<file path="src/rtl/mem_arbiter.sv">
// Two-port arbiter for the single matrix memory port: round-robin grant,
// request/done to level start/done conversion, and hung-transaction timeout.
module mem_arbiter #(
  parameter int unsigned ADDR_W  = 8,
  parameter int unsigned DATA_W  = 16,
  parameter int unsigned TIMEOUT = 255
) (
  input  logic              clk,
  input  logic              rst,
  input  logic              req0,
  input  logic              req0_wr,
  input  logic [ADDR_W-1:0] req0_addr,
  input  logic [DATA_W-1:0] req0_wdata,
  input  logic              req1,
  input  logic              req1_wr,
  input  logic [ADDR_W-1:0] req1_addr,
  input  logic [DATA_W-1:0] req1_wdata,
  output logic              gnt0,
  output logic              gnt1,
  output logic              done0,
  output logic              done1,
  output logic              err0,
  output logic              err1,
  output logic [DATA_W-1:0] rdata,
  output logic              mem_start,
  output logic              mem_wr,
  output logic [ADDR_W-1:0] mem_addr,
  output logic [DATA_W-1:0] mem_wdata,
  input  logic [DATA_W-1:0] mem_rdata,
  input  logic              mem_done
);

  localparam int unsigned CNT_W = 16;

  localparam logic [1:0] S_IDLE    = 2'd0;
  localparam logic [1:0] S_BUSY    = 2'd1;
  localparam logic [1:0] S_RELEASE = 2'd2;

  logic [1:0]        state_q, state_d;
  logic [CNT_W-1:0]  cnt_q, cnt_d;
  logic              last_q, last_d;
  logic              gnt0_q, gnt0_d;
  logic              gnt1_q, gnt1_d;
  logic              done0_q, done0_d;
  logic              done1_q, done1_d;
  logic              err0_q, err0_d;
  logic              err1_q, err1_d;
  logic [DATA_W-1:0] rdata_q, rdata_d;
  logic              start_q, start_d;
  logic              wr_q, wr_d;
  logic [ADDR_W-1:0] addr_q, addr_d;
  logic [DATA_W-1:0] wdata_q, wdata_d;
  logic              sel;

  // State and output registers; reset leaves port 0 as winner of the first tie
  always_ff @(posedge clk or negedge rst) begin
    if (!rst) begin
      state_q <= S_IDLE;
      cnt_q   <= '0;
      last_q  <= 1'b1;
      gnt0_q  <= 1'b0;
      gnt1_q  <= 1'b0;
      done0_q <= 1'b0;
      done1_q <= 1'b0;
      err0_q  <= 1'b0;
      err1_q  <= 1'b0;
      rdata_q <= '0;
      start_q <= 1'b0;
      wr_q    <= 1'b0;
      addr_q  <= '0;
      wdata_q <= '0;
    end else begin
      state_q <= state_d;
      cnt_q   <= cnt_d;
      last_q  <= last_d;
      gnt0_q  <= gnt0_d;
      gnt1_q  <= gnt1_d;
      done0_q <= done0_d;
      done1_q <= done1_d;
      err0_q  <= err0_d;
      err1_q  <= err1_d;
      rdata_q <= rdata_d;
      start_q <= start_d;
      wr_q    <= wr_d;
      addr_q  <= addr_d;
      wdata_q <= wdata_d;
    end
  end

  // Next-state logic: grant selection, completion, timeout and release
  always_comb begin
    state_d = state_q;
    cnt_d   = cnt_q;
    last_d  = last_q;
    gnt0_d  = gnt0_q;
    gnt1_d  = gnt1_q;
    done0_d = 1'b0;
    done1_d = 1'b0;
    err0_d  = 1'b0;
    err1_d  = 1'b0;
    rdata_d = rdata_q;
    start_d = start_q;
    wr_d    = wr_q;
    addr_d  = addr_q;
    wdata_d = wdata_q;
    sel     = 1'b0;

    case (state_q)
      S_IDLE: begin
        if (req0 || req1) begin
          // On a tie the port that did not own the memory last wins
          sel     = (req0 && req1) ? ~last_q : req1;
          wr_d    = sel ? req1_wr    : req0_wr;
          addr_d  = sel ? req1_addr  : req0_addr;
          wdata_d = sel ? req1_wdata : req0_wdata;
          start_d = 1'b1;
          gnt0_d  = ~sel;
          gnt1_d  = sel;
          cnt_d   = '0;
          state_d = S_BUSY;
        end
      end

      S_BUSY: begin
        if (mem_done) begin
          // Completion takes precedence over a coincident timeout
          start_d = 1'b0;
          gnt0_d  = 1'b0;
          gnt1_d  = 1'b0;
          done0_d = gnt0_q;
          done1_d = gnt1_q;
          if (!wr_q) begin
            rdata_d = mem_rdata;
          end
          last_d  = gnt1_q;
          state_d = S_RELEASE;
        end else if (cnt_q == CNT_W'(TIMEOUT)) begin
          start_d = 1'b0;
          gnt0_d  = 1'b0;
          gnt1_d  = 1'b0;
          err0_d  = gnt0_q;
          err1_d  = gnt1_q;
          last_d  = gnt1_q;
          state_d = S_RELEASE;
        end else begin
          cnt_d = cnt_q + CNT_W'(1);
        end
      end

      S_RELEASE: begin
        if (!mem_done) begin
          state_d = S_IDLE;
        end
      end

      default: begin
        state_d = S_IDLE;
      end
    endcase
  end

  assign gnt0      = gnt0_q;
  assign gnt1      = gnt1_q;
  assign done0     = done0_q;
  assign done1     = done1_q;
  assign err0      = err0_q;
  assign err1      = err1_q;
  assign rdata     = rdata_q;
  assign mem_start = start_q;
  assign mem_wr    = wr_q;
  assign mem_addr  = addr_q;
  assign mem_wdata = wdata_q;

endmodule

</file>
<file path="config.mk">
export PLATFORM = sky130hd
export DESIGN_NAME = mem_arbiter
export DESIGN_NICKNAME = d
export VERILOG_FILES = /design/src/rtl/mem_arbiter.sv
export SDC_FILE = /design/constraint.sdc
export NUM_CORES = 1
export LEC_CHECK = 0
export BUFFER_PORTS_ARGS = -buffer_cell sky130_fd_sc_hd__buf_2
export CAP_MARGIN = 20
export CORE_MARGIN = 2
export CORE_UTILIZATION = 30
export CTS_BUF_LIST = sky130_fd_sc_hd__clkbuf_8
export CTS_CLUSTER_SIZE = 28
export DETAILED_ROUTE_END_ITERATION = 10
export MAX_ROUTING_LAYER = met4
export SYNTH_ARGS = -nofsm -noshare
export SYNTH_HDL_FRONTEND = slang
export SYNTH_SLANG_ARGS = --single-unit
</file>
<file path="constraint.sdc">
create_clock -name clk -period 4.69 [get_ports clk]
set_clock_uncertainty 0.15 [all_clocks]
set_input_delay 0.469 -clock clk [delete_from_list [all_inputs] [get_ports clk]]
set_output_delay 0.469 -clock clk [all_outputs]
set_load 0.01 [all_outputs]
</file>
==> summary.txt <==
CTS
  • CTS tree: done
  • CTS HTree Levels: 3
  • Setup bufs post-CTS: 0
  • Clk pin slew, worst setup/hold paths: 80 ps
  • Clock Sinks: 67
  • CTS Root Cell: clkbuf_8
  • TritonCTS Buffers: 9
  • CTS Buffer Depth: 2
  • Hold buffers post-CTS: 0
  • Cts repair resizes: 0
  • Clk Latency, worst-skew pair: 350 ps

Routing
  • Vias/cell: 4.90
  • ANT nets after route: 0
  • Routed len/inst: 13.6 um
  • DR iter-0 viols: 120
  • DR pass1 iterations: 4
  • WL final: 7330 um
  • DR vias: 2645
  • Drt drc: 0

Floorplanning
  • Die H: 106 um
  • Die area: 11200 um2
  • # rows: 37
  • Initial Util: 0.306
  • Ports: 119
  • Die W: 106 um
  • Core area: 10200 um2

Timing
  • RSZ-0062 raised after global routing: no
  • WHS: 196 ps
  • Max-slew headroom: 0.343
  • Worst slew pin tran: 978 ps
  • Setup TNS: 0 ps
  • Final Hold Viols: 0
  • Final setup vio count: 0
  • Final Critical Period: 2460 ps
  • Final setup margin: 2230 ps
  • Peak Freq: 0.407 GHz
  • Final Max Slew Viols: 0
  • Tcrit/Tclk final: 0.524

Place
  • Place WS: 2300 ps
  • HPWL after DPL: 5210 um
  • Buffers on Ports: 118
  • Gpl congestion: 0.773

Power and ir drop
  • Sequential share of power: 0.396
  • Int Power: 0.00148 W
  • NetSw: 0.000828 W
  • Final Power: 0.00231 W
  • Net Sw Frac: 0.359
  • Peak supply drop: 0.000235 V
  • Clock power frac: 0.231
  • Pwr dens: 559 nW/um2
  • Logic pwr share: 0.372
  • Leakage: 2.00 nW

Critical path
  • Cell breakdown of the critical path: or4_4, nor4_4, a211oi_1, o22ai_1
  • Crit path max-delay cell type: nor4_4
  • Max incr delay on CP: 860 ps
  • Critical Path Fanout Max: 17
  • Crit path required time: 4800 ps
  • Crit end category: flip-flop
  • Startpoint types: flip-flop
  • Crit path arrival time: 2570 ps
  • Crit path kind: flip-flop to flip-flop

Synth
  • Synth Area per Inst: 11.0 um2
  • Most numerous cell in the Yosys netlist: dfrtp_1
  • Synth Flop Type: dfrtp_1
  • Synthesized netlist cell count: 284
  • Top cells by area, synth: dfrtp_1, mux2i_1, mux2_2
  • Register bit total from synthesis: 67
  • Cell Area, Synth: 3120 um2
  • Count of cell types in the netlist: 42
  • Sequential cell area fraction in the yosys report: 0.538
  • Post-synth EDFFs: 0
  • Post-synth net total: 356
  • Async set or reset register ratio after synthesis: 1.00
  • Synth top area share: 0.530
  • Area leader, netlist: dfrtp_1
  • Synth warnings: 0
  • Synth top cells by count: dfrtp_1, nand2_1, o21ai_0

Global route
  • Vias in the first global route: 2523
  • Aggregate global routing overflow: 0
  • Total track usage: 0.140
  • Initial antenna violation count: 0
  • Wire length of the first global-routing pass: 12200 um
  • Largest net degree at the start of global routing: 56

Finish
  • Share of cells above drive strength 1: 0.403
  • # diodes: 0
  • Syn-to-layout area delta: 32.3%
  • Post-layout util: 0.405
  • Post-layout nets: 471

Worst hold path
  • Tightest Hold Check Type: input port to flip-flop

Run status
  • Status: complete, no violations

Run
  • Max-cap violations: 0
[registers in the layout (all words and copies together), names as in the netlist]
signal / flops
cnt_q: 16
done0: 1
done1: 1
err0: 1
err1: 1
gnt0: 1
gnt1: 1
last_q: 1
mem_addr: 8
mem_start: 1
mem_wdata: 16
mem_wr: 1
rdata: 16
state_q: 2
[final timing paths]
kind	startpoint	to	slack, ps	cells past startpoint
max reg2reg	cnt_q[12]	cnt_q[15]	2230	4
max	cnt_q[12]	cnt_q[15]	2230	4
min in group asynchronous	rst	cnt_q[12]	380	2
min	mem_rdata[3]	rdata[3]	200	2
max in group asynchronous	rst	cnt_q[5]	3430	3
min reg2reg	mem_wdata[4]	mem_wdata[4]	330	2
[through the flow]
stage | cell area, um2 | std cells
global placement | 3820 | 520
floorplan | 3120 | 284
finish | 4130 | 540
global route | 4130 | 540
detailed placement | 3820 | 520
CTS | 4050 | 536
[worst max-delay path, delay by kind of cell, from the launching register on]
family | cells | cell delay [ps]
flip-flops | 1 | 440
AO/OA/AOI/OAI | 2 | 330
AND/OR/NAND/NOR | 2 | 1440
[cell type report]
| type | count | area [um2] |
|---|---|---|
| repair buffers | 124 | 683 |
| multi-input cells | 193 | 1360 |
| fillers | 1040 | 6060 |
| well taps | 136 | 170 |
| clock inverters | 7 | 100 |
| inverters | 4 | 15.0 |
| flip-flops and latches | 67 | 1680 |
| clock buffers | 9 | 124 |
[layer usage]
metal	track usage	wire length, um	share of wire	up-vias
met3	0.0503	540	0.074	14
met1	0.175	3360	0.46	1248
met5	-	0	0	-
met2	0.214	3330	0.45	104
met4	0.0432	91	0.012	0
li1	-	-	-	1279
[cells in the final DEF (no fill, tap or decap), types with 5 or more instances in the layout]
cell / n
buf_2: 118
dfrtp_1: 66
nand2_1: 37
o21ai_0: 27
mux2i_1: 25
o31ai_1: 16
mux2_2: 16
clkbuf_8: 9
o41ai_1: 7
nand3_1: 6
nor2_1: 6
and3_1: 6
nand4_1: 5
[power groups by stage]
stage,clock [W],combinational [W],sequential (W)
global route,0.000580,0.000963,0.000950
finish,0.000534,0.000859,0.000915
CTS,0.000554,0.000845,0.000919
detailed placement,0,0.000848,0.000925
global placement,0,0.000832,0.000920
floorplan,0,0.000429,0.00101
[cell families (layout without fill, tap and decap cells)]
logic type,Yosys count,after routing,synth area share
buffers and inverters,24,144,0.0341
flip-flops,67,67,0.538
adder cells (fa/ha/maj),1,1,0.00401
multiplexers,42,42,0.142
AND/OR/NAND/NOR,76,76,0.128
AO/OA/AOI/OAI,74,74,0.154
No activity file was read; power rests on OpenSTA's default activity.
